<file path="config.mk">
export PLATFORM = sky130hd
export DESIGN_NAME = balls_pair_collision_detector
export DESIGN_NICKNAME = d
export VERILOG_FILES = /design/src/rtl/balls_pkg.sv /design/src/rtl/ball_pair_geometry.sv /design/src/rtl/balls_pair_collision_detector.sv
export SDC_FILE = /design/constraint.sdc
export NUM_CORES = 2
export LEC_CHECK = 0
export ABC_AREA = 1
export CORE_MARGIN = 10
export CORE_UTILIZATION = 45
export DETAILED_ROUTE_END_ITERATION = 12
export GPL_TIMING_DRIVEN = 1
export RECOVER_POWER = 25
export SLEW_MARGIN = 20
export SYNTH_ARGS = -nofsm -noshare
export SYNTH_HDL_FRONTEND = slang
export SYNTH_HIERARCHICAL = 1
export SYNTH_SLANG_ARGS = --single-unit
</file>
<file path="constraint.sdc">
create_clock -name clk -period 12.6 [get_ports clk]
set_input_delay 3.15 -clock clk [delete_from_list [all_inputs] [get_ports clk]]
set_output_delay 3.15 -clock clk [all_outputs]
set_load 0.05 [all_outputs]
</file>
<file path="src/rtl/balls_pkg.sv">
// Shared constants and types for the ball collision detector and speed calculator.
package balls_pkg;

    localparam int BALL_COUNT  = 3;
    localparam int ID_W        = 4;
    localparam int COORD_W     = 11;
    localparam int HIT_DIST_SQ = 1024;
    localparam int HOLD_CYCLES = 4;

    typedef logic [COORD_W-1:0] coord_t;
    typedef logic [ID_W-1:0]    ball_id_t;

    typedef enum logic [1:0] {
        IDLE,
        SCAN,
        REPORT
    } det_state_t;

endpackage

</file>
<file path="src/rtl/ball_pair_geometry.sv">
// Combinational contact test for one ball pair: squared distance, approach dot product, hit.
module ball_pair_geometry #(
    parameter int COORD_W     = 11,
    parameter int HIT_DIST_SQ = 1024,
    localparam int PW         = 2 * (COORD_W + 1) + 1
) (
    input  logic [COORD_W-1:0]   xi,
    input  logic [COORD_W-1:0]   yi,
    input  logic [COORD_W-1:0]   xj,
    input  logic [COORD_W-1:0]   yj,
    input  logic [COORD_W-1:0]   vxi,
    input  logic [COORD_W-1:0]   vyi,
    input  logic [COORD_W-1:0]   vxj,
    input  logic [COORD_W-1:0]   vyj,
    output logic [PW-1:0]        d2,
    output logic signed [PW-1:0] dot,
    output logic                 hit
);

    localparam logic [PW-1:0] HIT_THRESH = PW'(HIT_DIST_SQ);

    logic signed [COORD_W:0] dx_n, dy_n, dvx_n, dvy_n;
    logic signed [PW-1:0]    dx, dy, dvx, dvy;

    // Positions are unsigned, so zero-extend before subtracting; speeds are signed.
    assign dx_n  = $signed({1'b0, xj}) - $signed({1'b0, xi});
    assign dy_n  = $signed({1'b0, yj}) - $signed({1'b0, yi});
    assign dvx_n = $signed({vxj[COORD_W-1], vxj}) - $signed({vxi[COORD_W-1], vxi});
    assign dvy_n = $signed({vyj[COORD_W-1], vyj}) - $signed({vyi[COORD_W-1], vyi});

    assign dx  = {{(PW-COORD_W-1){dx_n[COORD_W]}},  dx_n};
    assign dy  = {{(PW-COORD_W-1){dy_n[COORD_W]}},  dy_n};
    assign dvx = {{(PW-COORD_W-1){dvx_n[COORD_W]}}, dvx_n};
    assign dvy = {{(PW-COORD_W-1){dvy_n[COORD_W]}}, dvy_n};

    assign d2  = dx * dx + dy * dy;
    assign dot = dvx * dx + dvy * dy;
    assign hit = (d2 < HIT_THRESH) && dot[PW-1];

endmodule

</file>
<file path="src/rtl/balls_pair_collision_detector.sv">
// Per-frame pair scanner: reports the first approaching, touching ball pair for a fixed hold time.
module balls_pair_collision_detector
    import balls_pkg::*;
(
    input  logic                                clk,
    input  logic                                reset,
    input  logic                                startOfFrame,
    input  logic [BALL_COUNT-1:0][COORD_W-1:0]  topLeftX_VEC_in,
    input  logic [BALL_COUNT-1:0][COORD_W-1:0]  topLeftY_VEC_in,
    input  logic [BALL_COUNT-1:0][COORD_W-1:0]  Xspeed_VEC_in,
    input  logic [BALL_COUNT-1:0][COORD_W-1:0]  Yspeed_VEC_in,
    output logic [BALL_COUNT-1:0]               balls_collide,
    output logic [1:0][ID_W-1:0]                Balls_col_ID,
    output logic                                collision_valid,
    output logic                                scan_done
);

    localparam int PW     = 2 * (COORD_W + 1) + 1;
    localparam int HOLD_W = $clog2(HOLD_CYCLES + 1);
    localparam int IDX_W  = (BALL_COUNT > 1) ? $clog2(BALL_COUNT) : 1;
    localparam ball_id_t LAST_I = ball_id_t'(BALL_COUNT - 2);
    localparam ball_id_t LAST_J = ball_id_t'(BALL_COUNT - 1);

    det_state_t        state_reg, state_next;
    ball_id_t          i_reg, i_next, j_reg, j_next;
    ball_id_t          lo_reg, lo_next, hi_reg, hi_next;
    logic [HOLD_W-1:0] hold_reg, hold_next;
    logic              done_reg, done_next;
    logic              in_report;

    coord_t            xi, yi, xj, yj, vxi, vyi, vxj, vyj;
    logic [PW-1:0]     pair_d2;
    logic signed [PW-1:0] pair_dot;
    logic              pair_hit;
    logic              unused_geom;

    // i and j never exceed BALL_COUNT-1, so the low index bits address every ball.
    assign xi  = topLeftX_VEC_in[i_reg[IDX_W-1:0]];
    assign yi  = topLeftY_VEC_in[i_reg[IDX_W-1:0]];
    assign vxi = Xspeed_VEC_in[i_reg[IDX_W-1:0]];
    assign vyi = Yspeed_VEC_in[i_reg[IDX_W-1:0]];
    assign xj  = topLeftX_VEC_in[j_reg[IDX_W-1:0]];
    assign yj  = topLeftY_VEC_in[j_reg[IDX_W-1:0]];
    assign vxj = Xspeed_VEC_in[j_reg[IDX_W-1:0]];
    assign vyj = Yspeed_VEC_in[j_reg[IDX_W-1:0]];

    ball_pair_geometry #(
        .COORD_W     (COORD_W),
        .HIT_DIST_SQ (HIT_DIST_SQ)
    ) u_geometry (
        .xi  (xi),
        .yi  (yi),
        .xj  (xj),
        .yj  (yj),
        .vxi (vxi),
        .vyi (vyi),
        .vxj (vxj),
        .vyj (vyj),
        .d2  (pair_d2),
        .dot (pair_dot),
        .hit (pair_hit)
    );

    assign unused_geom = ^{pair_d2, pair_dot};

    always_ff @(posedge clk) begin
        if (reset) begin
            state_reg <= IDLE;
            i_reg     <= '0;
            j_reg     <= ball_id_t'(1);
            lo_reg    <= '0;
            hi_reg    <= '0;
            hold_reg  <= '0;
            done_reg  <= 1'b0;
        end else begin
            state_reg <= state_next;
            i_reg     <= i_next;
            j_reg     <= j_next;
            lo_reg    <= lo_next;
            hi_reg    <= hi_next;
            hold_reg  <= hold_next;
            done_reg  <= done_next;
        end
    end

    always_comb begin
        state_next = state_reg;
        i_next     = i_reg;
        j_next     = j_reg;
        lo_next    = lo_reg;
        hi_next    = hi_reg;
        hold_next  = hold_reg;
        done_next  = 1'b0;
        case (state_reg)
            IDLE: begin
                if (startOfFrame) begin
                    if (BALL_COUNT < 2) begin
                        done_next = 1'b1;
                    end else begin
                        state_next = SCAN;
                        i_next     = '0;
                        j_next     = ball_id_t'(1);
                    end
                end
            end
            SCAN: begin
                if (pair_hit) begin
                    state_next = REPORT;
                    lo_next    = i_reg;
                    hi_next    = j_reg;
                    hold_next  = HOLD_W'(HOLD_CYCLES);
                end else if (i_reg == LAST_I && j_reg == LAST_J) begin
                    state_next = IDLE;
                    done_next  = 1'b1;
                end else if (j_reg == LAST_J) begin
                    i_next = i_reg + ball_id_t'(1);
                    j_next = i_reg + ball_id_t'(2);
                end else begin
                    j_next = j_reg + ball_id_t'(1);
                end
            end
            REPORT: begin
                hold_next = hold_reg - HOLD_W'(1);
                if (hold_reg == HOLD_W'(1)) begin
                    state_next = IDLE;
                end
            end
            default: state_next = IDLE;
        endcase
    end

    always_comb begin
        in_report       = (state_reg == REPORT);
        collision_valid = in_report;
        scan_done       = done_reg;
        Balls_col_ID    = '0;
        if (in_report) begin
            Balls_col_ID[0] = lo_reg;
            Balls_col_ID[1] = hi_reg;
        end
    end

    generate
        for (genvar gi = 0; gi < BALL_COUNT; gi++) begin : g_flags
            assign balls_collide[gi] = in_report &&
                ((lo_reg == ball_id_t'(gi)) || (hi_reg == ball_id_t'(gi)));
        end
    endgenerate

endmodule

</file>
==> flow_summary.toml <==
[flow_run]
max-cap-violations = 0

[detailed_routing]
wl_mm = 69.8
wl_per_cell_um = 16.6
initialDrtViolationCount = 1321
dr.pass1.iters = 7
drcViolationCount = 0
avgViaCountPerCell = 4.90
final_antenna_net_count = 0
vias = 20600

[floorplan]
ios = 148
core-area_mm2 = 0.0575
rows = 88
die-area_mm2 = 0.0679
initial_core_util_pct = 45.3
die_x_um = 261
die-height_um = 261

[final_layout]
layout.cells.most_common = "inv_1"
drive_above_1_share_pct = 5.11
final_cell_mix = "inv_1 (967), fa_1 (613), nand2_1 (455), nor2_1 (263), ha_1 (231)"
final_area_mm2 = 0.0288
fillers = 5783
synthToLayoutAreaGrowth_pct = 10.5
finish.net_count = 4412

[clocking]
h-tree-depth = 1
numCtsBuffers = 3
cts_tree = "built"
clock-sinks = 22
clk_pin_slew_ps = 60
hold_buffers = 0
clk_path_buf_depth = 2
cts_root_buffer = "clkbuf_16"
worstSkewPairLatency_ps = 250

[timing]
hold_viol_final = 0
rsz0062_at_grt = "no"
finalCriticalPeriod_ps = 12080
final_max_slew_viol_count = 0
post-route-period-util_pct = 95.9
setup_viol = 0
max_freq_ghz = 0.0828
skew_ps = 1.42
slew_headroom_pct = 43.5
worst_pin_slew_ps = 848
worst_slack_ps = 522

[placement]
port_buffers = 147
globalplace.congestion = 0.908
dp_hpwl_mm = 61.2
pre_cts_slack_ps = -470
postPlaceCellArea_mm2 = 0.0286

[synthesis]
synth_warnings = 6
syn-mean-instance-area_um2 = 7.91
syn_inst = 3296
synth_nets = 4278
syn_area_mm2 = 0.0261

[worst_setup_path]
cp.required_ps = 12730
worstPathMaxFanout = 17
slowest_delay_ps = 630
crit_top_cell = "fa_1"
worstSetupPathType = "input pin to flop"
crit_arrival_ps = 12210
crit_slowest_cell = "fa_1"
startpoint_type = "input pin"
worst_setup_path_end_kind = "flop"

[global_route]
grt_max_degree = 92
grt_pass1_wl_mm = 115
overflow = 0
grt_pass1_vias = 21900
grt_usage_pct = 21.2
antenna_found_initial = 0

[run_status]
status = "finished clean"

[hold_path]
hp-class = "flop to flop"
## routing by layer
metal | routed length, um | vias to the layer above | global-route usage [%]
met1 | 29400 | 10100 | 27.6
met4 | 897 | 0 | 2.57
met3 | 5060 | 41 | 4.32
met2 | 34400 | 547 | 36.9
met5 | 0 | - | 0
li1 | - | 9871 | -
## repair_timing
action,4_1_cts,5_1_grt
hold endpoints to repair,0,0
setup endpoints to repair,21,22
cloned,0,1
setup buffers,0,5
pin swaps,0,3
resized for setup,2,36
## critical path: cells and delay by family
kind	cells	cell delay [ps]
simple gates	13	2110
buf+inv	8	1410
compound gates	8	1370
fa+ha+maj	9	4130
## final timing paths
path | cells after the start | to | slack (ps) | startpoint
setup / recovery | 38 | hold_reg[1]$_SDFFE_PP0P_ | 520 | Yspeed_VEC_in[6]
hold / removal | 2 | hi_reg[3]$_SDFFE_PP0P_ | 480 | hi_reg[3]$_SDFFE_PP0P_
setup reg to reg | 35 | hold_reg[1]$_SDFFE_PP0P_ | 2460 | i_reg[1]$_SDFFE_PP0P_
hold reg to reg | 2 | hi_reg[3]$_SDFFE_PP0P_ | 480 | hi_reg[3]$_SDFFE_PP0P_
## layout make-up
class,count,area [um2],share of cell area (%)
repair buffers,220,2020,7.01
flip-flops and latches,22,443,1.54
multi-input cells,2195,21600,74.9
diodes,1,2.50,0.00869
inverters,988,3720,12.9
clock buffers,3,75.1,0.261
well taps,765,957,3.32
## stage by stage
step	setup TNS (ps)	util [%]	cells	hold WS (ps)
floorplan	0	-	3296	444
CTS	0	49.8	4187	485
finish	0	50.1	4194	485
global placement	-6270	49.7	4184	477
global route	0	50.1	4193	515
detailed placement	-8130	49.7	4184	475
Power is left out: the tool's default activity adds up to more than one toggle a clock period on the data nets, which glitch-free logic cannot reach.
